File: src/rtl/div_result_arbiter.sv
// Round-robin arbiter that feeds divider lane results into one registered output stage,
// which drains into the shared result FIFO under its not-full backpressure.
module div_result_arbiter #(
    parameter int DATA_WIDTH  = 65,
    parameter int NUM_REQ     = 4,
    parameter int LOG_NUM_REQ = 2,
    parameter int CNT_WIDTH   = 16
) (
    input  logic                          clk,
    input  logic                          rst_n,
    input  logic [NUM_REQ-1:0]            req_valid_i,
    input  logic [NUM_REQ*DATA_WIDTH-1:0] req_data_i,
    output logic [NUM_REQ-1:0]            req_ready_o,
    output logic                          fifo_valid_o,
    output logic [DATA_WIDTH-1:0]         fifo_data_o,
    input  logic                          fifo_nfull_i,
    output logic [LOG_NUM_REQ-1:0]        grant_id_o,
    output logic [CNT_WIDTH-1:0]          word_cnt_o
);

    logic [DATA_WIDTH-1:0]  req_word [NUM_REQ];
    logic                   valid_reg;
    logic [DATA_WIDTH-1:0]  data_reg;
    logic [LOG_NUM_REQ-1:0] grant_reg;
    logic [CNT_WIDTH-1:0]   cnt_reg;
    logic [LOG_NUM_REQ-1:0] rr_ptr_reg;
    logic [LOG_NUM_REQ-1:0] rr_ptr_next;
    logic [LOG_NUM_REQ-1:0] winner;
    logic                   any_valid;
    logic                   drain;
    logic                   load_en;

    genvar gi;
    generate
        for (gi = 0; gi < NUM_REQ; gi++) begin : g_unpack
            assign req_word[gi] = req_data_i[gi*DATA_WIDTH +: DATA_WIDTH];
        end
    endgenerate

    // A word may enter on the same edge the current one leaves, so no bubbles.
    assign drain   = valid_reg & fifo_nfull_i;
    assign load_en = ~valid_reg | fifo_nfull_i;

    always_comb begin
        int idx;
        idx       = 0;
        any_valid = 1'b0;
        winner    = '0;
        for (int k = 0; k < NUM_REQ; k++) begin
            idx = int'(rr_ptr_reg) + k;
            if (idx >= NUM_REQ) begin
                idx = idx - NUM_REQ;
            end
            if (!any_valid && req_valid_i[LOG_NUM_REQ'(idx)]) begin
                any_valid = 1'b1;
                winner    = LOG_NUM_REQ'(idx);
            end
        end
    end

    assign rr_ptr_next = (int'(winner) == NUM_REQ - 1) ? '0 : winner + 1'b1;

    // Ready is forced low while reset is held, even though it is combinational.
    always_comb begin
        req_ready_o = '0;
        if (rst_n && any_valid && load_en) begin
            req_ready_o[winner] = 1'b1;
        end
    end

    always_ff @(posedge clk or negedge rst_n) begin
        if (!rst_n) begin
            valid_reg  <= 1'b0;
            data_reg   <= '0;
            grant_reg  <= '0;
            cnt_reg    <= '0;
            rr_ptr_reg <= '0;
        end else begin
            if (drain) begin
                cnt_reg <= cnt_reg + 1'b1;
            end
            if (load_en) begin
                if (any_valid) begin
                    valid_reg  <= 1'b1;
                    data_reg   <= req_word[winner];
                    grant_reg  <= winner;
                    rr_ptr_reg <= rr_ptr_next;
                end else begin
                    valid_reg <= 1'b0;
                end
            end
        end
    end

    assign fifo_valid_o = valid_reg;
    assign fifo_data_o  = data_reg;
    assign grant_id_o   = grant_reg;
    assign word_cnt_o   = cnt_reg;

endmodule
File: config.mk
export PLATFORM = sky130hd
export DESIGN_NAME = div_result_arbiter
export DESIGN_NICKNAME = d
export VERILOG_FILES = /design/src/rtl/div_result_arbiter.sv
export SDC_FILE = /design/constraint.sdc
export NUM_CORES = 1
export LEC_CHECK = 0
export BUFFER_PORTS_ARGS = -buffer_cell sky130_fd_sc_hd__buf_4
export CORE_AREA = 2 2 139 141
export CTS_CLUSTER_DIAMETER = 30
export DETAILED_ROUTE_END_ITERATION = 10
export DIE_AREA = 0 0 141 143
export GPL_TIMING_DRIVEN = 0
export PLACE_DENSITY = 0.62
export SKIP_LAST_GASP = 1
export SYNTH_ARGS = -nofsm -noshare
export SYNTH_HDL_FRONTEND = slang
export SYNTH_SLANG_ARGS = --single-unit
File: constraint.sdc
create_clock -name clk -period 1.7 [get_ports clk]
set_input_delay 0.255 -clock clk [delete_from_list [all_inputs] [get_ports clk]]
set_output_delay 0.255 -clock clk [all_outputs]
set_load 0.02 [all_outputs]
* Word level (Yosys, flattened, before mapping)
Index checks and enable logic that the tools add are counted.
Cells by class: add/subtract/negate cells 9, order comparisons 11, equal/unequal tests 1, multiplexer cells 32, bitwise gates (word level) 4, reduce and logical (&&, ||, !) cells 10
Operators with widths (number):
- $bmux 65 s2 | 1
- $mux 65 | 2
- $mux 2 | 9
- $add 16x1->16 const B | 1
- $lt 2x4->1 const B | 4
- $mux 1 | 14
- $ge 3x3->1 const B | 4
- $bmux 1 s2 | 4
- $sub 2x1->2 const B | 4
- $add 2x2->3 const B | 2
- $logic_and 1x1->1 | 6
- $mux 4 | 1
- $add 2x1->3 const B | 1
- $ge 2x3->1 const B | 1
- $logic_not 1->1 | 3
- $lt 2x3->1 const B | 1
- $not 2->3 | 1
- $add 2x1->2 const B | 1
- $demux 1 s2 | 1
- $eq 2x1->1 const B | 1
- $ge 2x1->1 const B | 1
- $reduce_and 2->1 | 1
- $and 1x1->1 | 1
- $not 1->1 | 1
- $or 1x1->1 | 1
Storage, ports and cells: register bits after elaboration 86, bits of input ports 267, output and inout port bits 88, word-level logic and storage cells 72

* Longest topological paths before layout
Gate-level depths: netlist of run 1.
depth in word-level cells 20, mapped depth 9, depth with buffers taken out 6

* Least setup slack after synthesis of run 1
No wires, ideal clock.
path type register to output, from register rr_ptr_reg[1], to output req_ready_o[2], arrival 1.700 ns, required time 1.445 ns, slack -0.255 ns, stages on the path, launching flop included 8, path through dfrtp_1 > buf_2 > nand2b_1 > a21oi_1 > nor3_2 > buf_6 > buf_6 > nor3b_1
On the way: cells in the longest elaborated chain, start to end 20
Ends and longest elaborated chain:
- start: declaration | RTL line 26 | logic [LOG_NUM_REQ-1:0] rr_ptr_reg;
- start signal: assignment | RTL line 87 | rr_ptr_reg <= rr_ptr_next;
- parallel branches: the longest is 19 deep, another holds $add 2x1->3
- $mux 4 (*) | RTL line 66 | if (rst_n && any_valid && load_en) begin
- end: declaration | RTL line 13 | output logic [NUM_REQ-1:0] req_ready_o,
Mark *: on every way between the ends. The select of a mux whose other input is x is not followed.

* Final worst setup path of run 1
from register rr_ptr_reg[1], to output req_ready_o[3]
Same word-level chain as after synthesis.

==> impl_results.md, run 1 <==
* Detailed-route via count at 5,638
* R2R Path Start: rr_ptr_reg[1]
* GRT Total Usage at 20.5%
* CTS tree: yes
* Share of the synthesized area in the top cell type at 45.1%
* Fin nets at 1,134
* Worst-margin pin slew at 0.856 ns
* CP top delay family: simple AND/OR/NAND/NOR gates
* P&R area growth vs syn at 92.2%
* Max-slew violations at 0
* N_diodes at 0
* Total power at 10.9 mW
* Final Hold Fails at 1
* Skew final at 0.00667 ns
* Num Clock Sinks at 86
* Syn Area/Cell at 10.1 sq um
* Most numerous cell on the critical path: buf_6
* Reg2reg end: fifo_data_o[25]
* F_max at 0.469 GHz
* Setup crit end: req_ready_o[3]
* Syn Inst Count at 473
* Tcrit/Tclk final at 125%
* Fin cells at 1,104
* Reg2Reg Depth at 8
* Max Buffers Root-to-Sink at 2
* Min-Delay Path Class: input port to async pin
* Element type at the critical path end: output pin
* CTS H-Tree Depth at 3
* Mux share of post-synthesis cell area at 14.1%
* CTS Hold Bufs at 0
* CTS buffer count at 9
* Vias in the first global route at 5,617
* CP cell instances: mux2i_1 -> nor2_2 -> nor3_4 -> buf_6 -> buf_12 -> ha_4 -> and3_4 -> buf_6
* Post-layout min period at 2.13 ns
* Synth area leader: dfrtp_1
* Die area at 20,200 sq um
* Commonest non-fill, non-tap cell in the layout: buf_4
* Most frequent cells in the layout: buf_4 (367), dfrtp_1 (83), nor2_1 (72)
* Worst Path Buf+Inv at 3
* Crit path DAT at 1.88 ns
* Synth top area cells: dfrtp_1 (45%), mux2i_1 (14%), a221oi_1 (12%)
* Max FFs per register at 65
* Critical Path Max Stage Delay at 0.42 ns
* First-pass GRT wire length at 31,600 um
* Synth Area in Compound Gates at 22.1%
* Max Cap Viol at 0
* I/O pins at 355
* Cell area after synthesis at 4770 sq um
* Crit Path Category: flip-flop to output pin
* DR WL/cell at 19.9 um
* Ys flop type: dfrtp_1
* Asr flop ratio synth at 100%
* Port bufs at 353
* Status: finished, violations left
* Routed wire length at 21,900 um
* Post-Synth XOR/XNOR Area at 2.75%
* Drt pass-1 iters at 4
* Antenna-violating nets left at 0
* Synthesis Warnings at 0
* Initial antenna violation count at 0
* Flop2flop setup slack at -0.21 ns
* Placed Cells at 1,060
* Failing checks: negative hold slack, negative setup slack
* Die width at 141 um
* Leakage at 4.29 nW
* Core Region at 18,600 sq um
* Critical path required time at 1.44 ns
* Clock Latency Late Sink at 0.34 ns
* Worst VDD drop at 0.549 mV
* Detailed Route Iter0 Violations at 160
* Die H at 143 um
* Post-Synth Adder-Cell Area at 0.524%
* Count of state elements after synthesis at 86
* Rows at 50
* Setup ws final at -0.431 ns
* Pin count of the biggest net entering global routing at 91
* CTS root buf: clkbuf_16
* HPWL after DPL at 15,700 um
* Initial core utilization at 25.7%
* Slowest-stage cell, CP: dfrtp_2
* Simple-Gate Fraction of Synth Area at 10.7%
* Slew HR at 43.0%
* Sequential area share after synthesis at 45.1%
* EDFF count, synth at 0
* # setup viols final at 69
* Vias per inst at 5.11
* Power per cell area at 1190 nW/um^2
* Crit path from: rr_ptr_reg[1]
* Clock transition at path regs at 0.07 ns
* RSZ-0062 raised after global routing: true
* DRC Markers at 0
* Worst Hold Slack at -0.00775 ns
* Synthesized net count at 742
* Levels on crit path at 8
* Global route overflow at 0
* Main combinational cell family by area after synthesis: compound AO/OA/AOI/OAI gates
* Gp weighted congestion at 0.793
* Share of layout cells above drive strength 1 at 58.9%
* CP startpoint kind: flip-flop
* CP max FO at 6
* Distinct cell type count of the synthesized netlist at 37
==> how the worst min path moves through the flow <==
stage	start	to	cells past startpoint
detailed placement	grant_id_o[0]	grant_id_o[0]	2
CTS	rst_n	fifo_data_o[50]	1
global placement	word_cnt_o[15]	word_cnt_o[15]	1
global route	rst_n	fifo_data_o[55]	1
finish	rst_n	fifo_data_o[55]	1
floorplan	rst_n	fifo_data_o[0]	0
==> layer usage <==
metal  wire, um  GRT usage, %  share of wire, %  vias to the layer above
met5          0             0                 0                        -
met4        466          7.53               2.1                        0
met3       1340          4.06               6.1                       34
met2      11000          35.6                50                      253
met1       9080          25.5                41                     2726
li1           -             -                 -                     2625
==> cells in the mapped netlist, types with 2 or more instances <==
| master | instances |
|---|---|
| a21oi_1 | 2 |
| a221oi_1 | 65 |
| and3_1 | 3 |
| and4_1 | 2 |
| buf_1 | 4 |
| buf_2 | 14 |
| buf_4 | 4 |
| buf_6 | 3 |
| clkbuf_1 | 20 |
| dfrtp_1 | 86 |
| ha_1 | 2 |
| mux2i_1 | 66 |
| nand2_1 | 18 |
| nand2b_1 | 3 |
| nand3_1 | 5 |
| nand4_1 | 3 |
| nor2_1 | 74 |
| nor3b_1 | 2 |
| o21a_1 | 2 |
| o22ai_1 | 65 |
| xnor2_1 | 10 |
| xor2_1 | 5 |
==> area by class of cell <==
cell class                      count  area [sq um]
Fill cell                        1764          9410
Timing Repair Buffer              383          3100
Multi-Input combinational cell    341          2870
Sequential cell                    86          2160
Buffer                             43           427
Tap cell                          234           293
Clock buffer                        9           225
Clock inverter                      7           101
Inverter                            1          3.75
==> stage by stage <==
stage	instance area (sq um)	setup TNS [ns]	utilization [%]	hold slack, ns	setup slack (ns)
floorplan	4810	-0.263	-	-0.0406	-0.162
global placement	7750	-31.27	41.7	0.459	-0.658
detailed placement	7750	-32.51	41.7	0.473	-0.673
CTS	8990	-15.11	48.4	0.0361	-0.474
global route	9170	-16.69	49.4	0.0556	-0.518
finish	9170	-10.12	49.4	-0.00775	-0.431
==> timing repair <==
item | in CTS | in global routing
setup buffers | 24 | 3
endpoints found under the setup margin | 74 | 72
endpoints found under the hold margin | 0 | 0
gates resized for setup | 121 | 46
gates cloned | 6 | 0
pin swaps | 49 | 4
==> logic make-up after synthesis <==
| family | Yosys count |
|---|---|
| compound gates | 141 |
| flops | 86 |
| buf+inv | 46 |
| fa+ha+maj | 2 |
| simple gates | 116 |
| mux | 67 |
| xor+xnor | 15 |
==> power by group <==
| group | leakage, nW | total, mW | switching (mW) | internal (mW) |
|---|---|---|---|---|
| combinational | 3.13 | 5.73 | 2.75 | 2.97 |
| clock | 0.153 | 2.22 | 0.918 | 1.31 |
| sequential | 1.01 | 2.98 | 0.401 | 2.58 |
| total | 4.29 | 10.9 | 4.07 | 6.86 |
No activity file was read; power rests on OpenSTA's default activity.
==> run 2, diff against run 1 <==
Settings changed: PLACE_DENSITY 0.62 to 0.6.
Clock period 1.7 ns to 2.2 ns, I/O delays scaled along.
==> run 2 against run 1 <==
The run ends with negative setup slack left; final cell count shrank 1.8%; global-route usage decreased by 1.2 points; setup slack improved by 0.36 ns; hold slack improved by 0.21 ns; die area unchanged; sequential cell count unchanged; register-to-register slack improved by 0.30 ns; core utilization fell by 5.3 points; critical path depth rose by 1; critical path type unchanged; largest cell class unchanged.
==> impl_results.md, run 2 (same netlist as run 1, synthesis figures left out) <==
* CTS root buf: clkbuf_16
* Pre-CTS WS at -0.537 ns
* Share of layout cells above drive strength 1 at 48.5%
* Detailed Route Iter0 Violations at 195
* P&R area growth vs syn at 71.6%
* CP top delay family: buffers and inverters
* Critical path required time at 1.87 ns
* Num Clock Sinks at 86
* Leakage at 3.99 nW
* Gp weighted congestion at 0.813
* Worst Hold Slack at 0.200 ns
* CTS Hold Bufs at 0
* Cell internal pwr at 4.53 mW
* GRT Total Usage at 19.4%
* Final Hold Fails at 0
* Initial antenna violation count at 0
* CP startpoint kind: flip-flop
* Vias in the first global route at 5,406
* Sw Ratio at 38.4%
* Drt pass-1 iters at 5
* CTS buffer count at 9
* Vias per inst at 5.02
* HPWL after DPL at 15,800 um
* Fin nets at 1,114
* Slowest-stage cell, CP: dfrtp_1
* Failing checks: negative setup slack
* CTS tree: yes
* RSZ-0062 raised after global routing: true
* Clock Latency Late Sink at 0.34 ns
* Initial core utilization at 25.7%
* Slew HR at 21.5%
* R2R Path Start: rr_ptr_reg[1]
* Status: finished, violations left
* Setup ws final at -0.0753 ns
* Max Buffers Root-to-Sink at 2
* Worst Path Buf+Inv at 4
* # setup viols final at 2
* Routed wire length at 20,500 um
* Crit path DAT at 1.95 ns
* Global route overflow at 0
* CTS H-Tree Depth at 3
* CP cell instances: buf_6 -> a21o_1 -> a21boi_1 -> o22a_1 -> buf_4 -> buf_4 -> ha_1 -> and3_1 -> buf_6
* N_diodes at 0
* Max-slew violations at 0
* Post-layout min period at 2.28 ns
* Combinational share of power at 47.2%
* Max Cap Viol at 0
* Worst-margin pin slew at 1.18 ns
* Die width at 141 um
* Crit Path Category: flip-flop to output pin
* Tcrit/Tclk final at 103%
* Commonest non-fill, non-tap cell in the layout: buf_4
* DRC Markers at 0
* Power per cell area at 897 nW/um^2
* Port bufs at 353
* Skew final at 0.0129 ns
* Die area at 20,200 sq um
* Seq pwr share at 31.0%
* Crit path from: rr_ptr_reg[1]
* CP max FO at 10
* Critical Path Max Stage Delay at 0.37 ns
* Clock power share at 21.8%
* I/O pins at 355
* Rows at 50
* Min-Delay Path Class: input port to async pin
* F_max at 0.440 GHz
* Flop2flop setup slack at 0.09 ns
* Worst VDD drop at 0.350 mV
* Pin count of the biggest net entering global routing at 91
* Element type at the critical path end: output pin
* Clock transition at path regs at 0.08 ns
* DR WL/cell at 18.9 um
* First-pass GRT wire length at 30,200 um
* Die H at 143 um
* Most frequent cells in the layout: buf_4 (366), dfrtp_1 (86), nor2_1 (74)
* Net Sw Power at 2.82 mW
* Core Region at 18,600 sq um
* Detailed-route via count at 5,437
* Antenna-violating nets left at 0
* Max FFs per register at 65
## run 2: cell count changes in the layout (fill, tap and decap cells not counted), moves of 8 or more
| cell | delta |
|---|---|
| buf_12 | -11 |
| a221oi_2 | -26 |
| clkbuf_1 | +8 |
| mux2i_2 | -22 |
| mux2i_1 | +28 |
| a221oi_1 | +31 |
## run 2: final timing paths
kind / end / depth (start not counted)
max: req_ready_o[3] / 9
min: word_cnt_o[9] / 1
max reg2reg: fifo_data_o[62] / 9
min reg2reg: word_cnt_o[15] / 1
max in group asynchronous: fifo_data_o[18] / 1
min in group clk: fifo_data_o[28] / 3
## run 2: what timing repair did
action                                  CTS  global route
endpoints found under the setup margin   72            25
buffers inserted                          6             5
resized for setup                        18            12
pin swaps                                 4             5
## run 2: through the flow
step | cells | TNS [ns] | total power, mW | instance area, sq um | util (%)
2_1_floorplan | 473 | 0 | 4.11 | 4770 | -
3_3_place_gp | 1060 | -12.01 | 5.64 | 7720 | 41.5
3_5_place_dp | 1060 | -13.35 | 5.66 | 7720 | 41.5
4_1_cts | 1080 | -0.319 | 7.39 | 8110 | 43.6
5_1_grt | 1084 | -0.491 | 7.76 | 8190 | 44.1
6_report | 1084 | -0.0951 | 7.35 | 8190 | 44.1
## run 2: layout make-up
cell class | count | area [sq um]
fillers | 1905 | 10400
repair buffers | 363 | 2730
multi-input cells | 341 | 2440
flip-flops and latches | 86 | 2150
well taps | 234 | 293
plain buffers | 43 | 272
clock buffers | 9 | 225
clock inverters | 7 | 77.6
inverters | 1 | 3.75
## run 2: power by group through the flow
| stage | logic, mW | clock network, mW | registers [mW] |
|---|---|---|---|
| after floorplan | 1.36 | 0 | 2.75 |
| after global placement | 3.36 | 0 | 2.28 |
| after detailed placement | 3.36 | 0 | 2.30 |
| after CTS | 3.47 | 1.64 | 2.27 |
| after global routing | 3.73 | 1.70 | 2.33 |
| final | 3.47 | 1.60 | 2.28 |
## run 2: layer usage
layer / routed length [um] / vias to the layer above / part of all wire (%) / global-route usage (%)
met5: 0 / - / 0 / 0
met1: 8130 / 2622 / 40 / 23.2
met2: 10700 / 223 / 52 / 35.1
li1: - / 2575 / - / -
met3: 1390 / 17 / 6.8 / 4.19
met4: 257 / 0 / 1.3 / 5.47
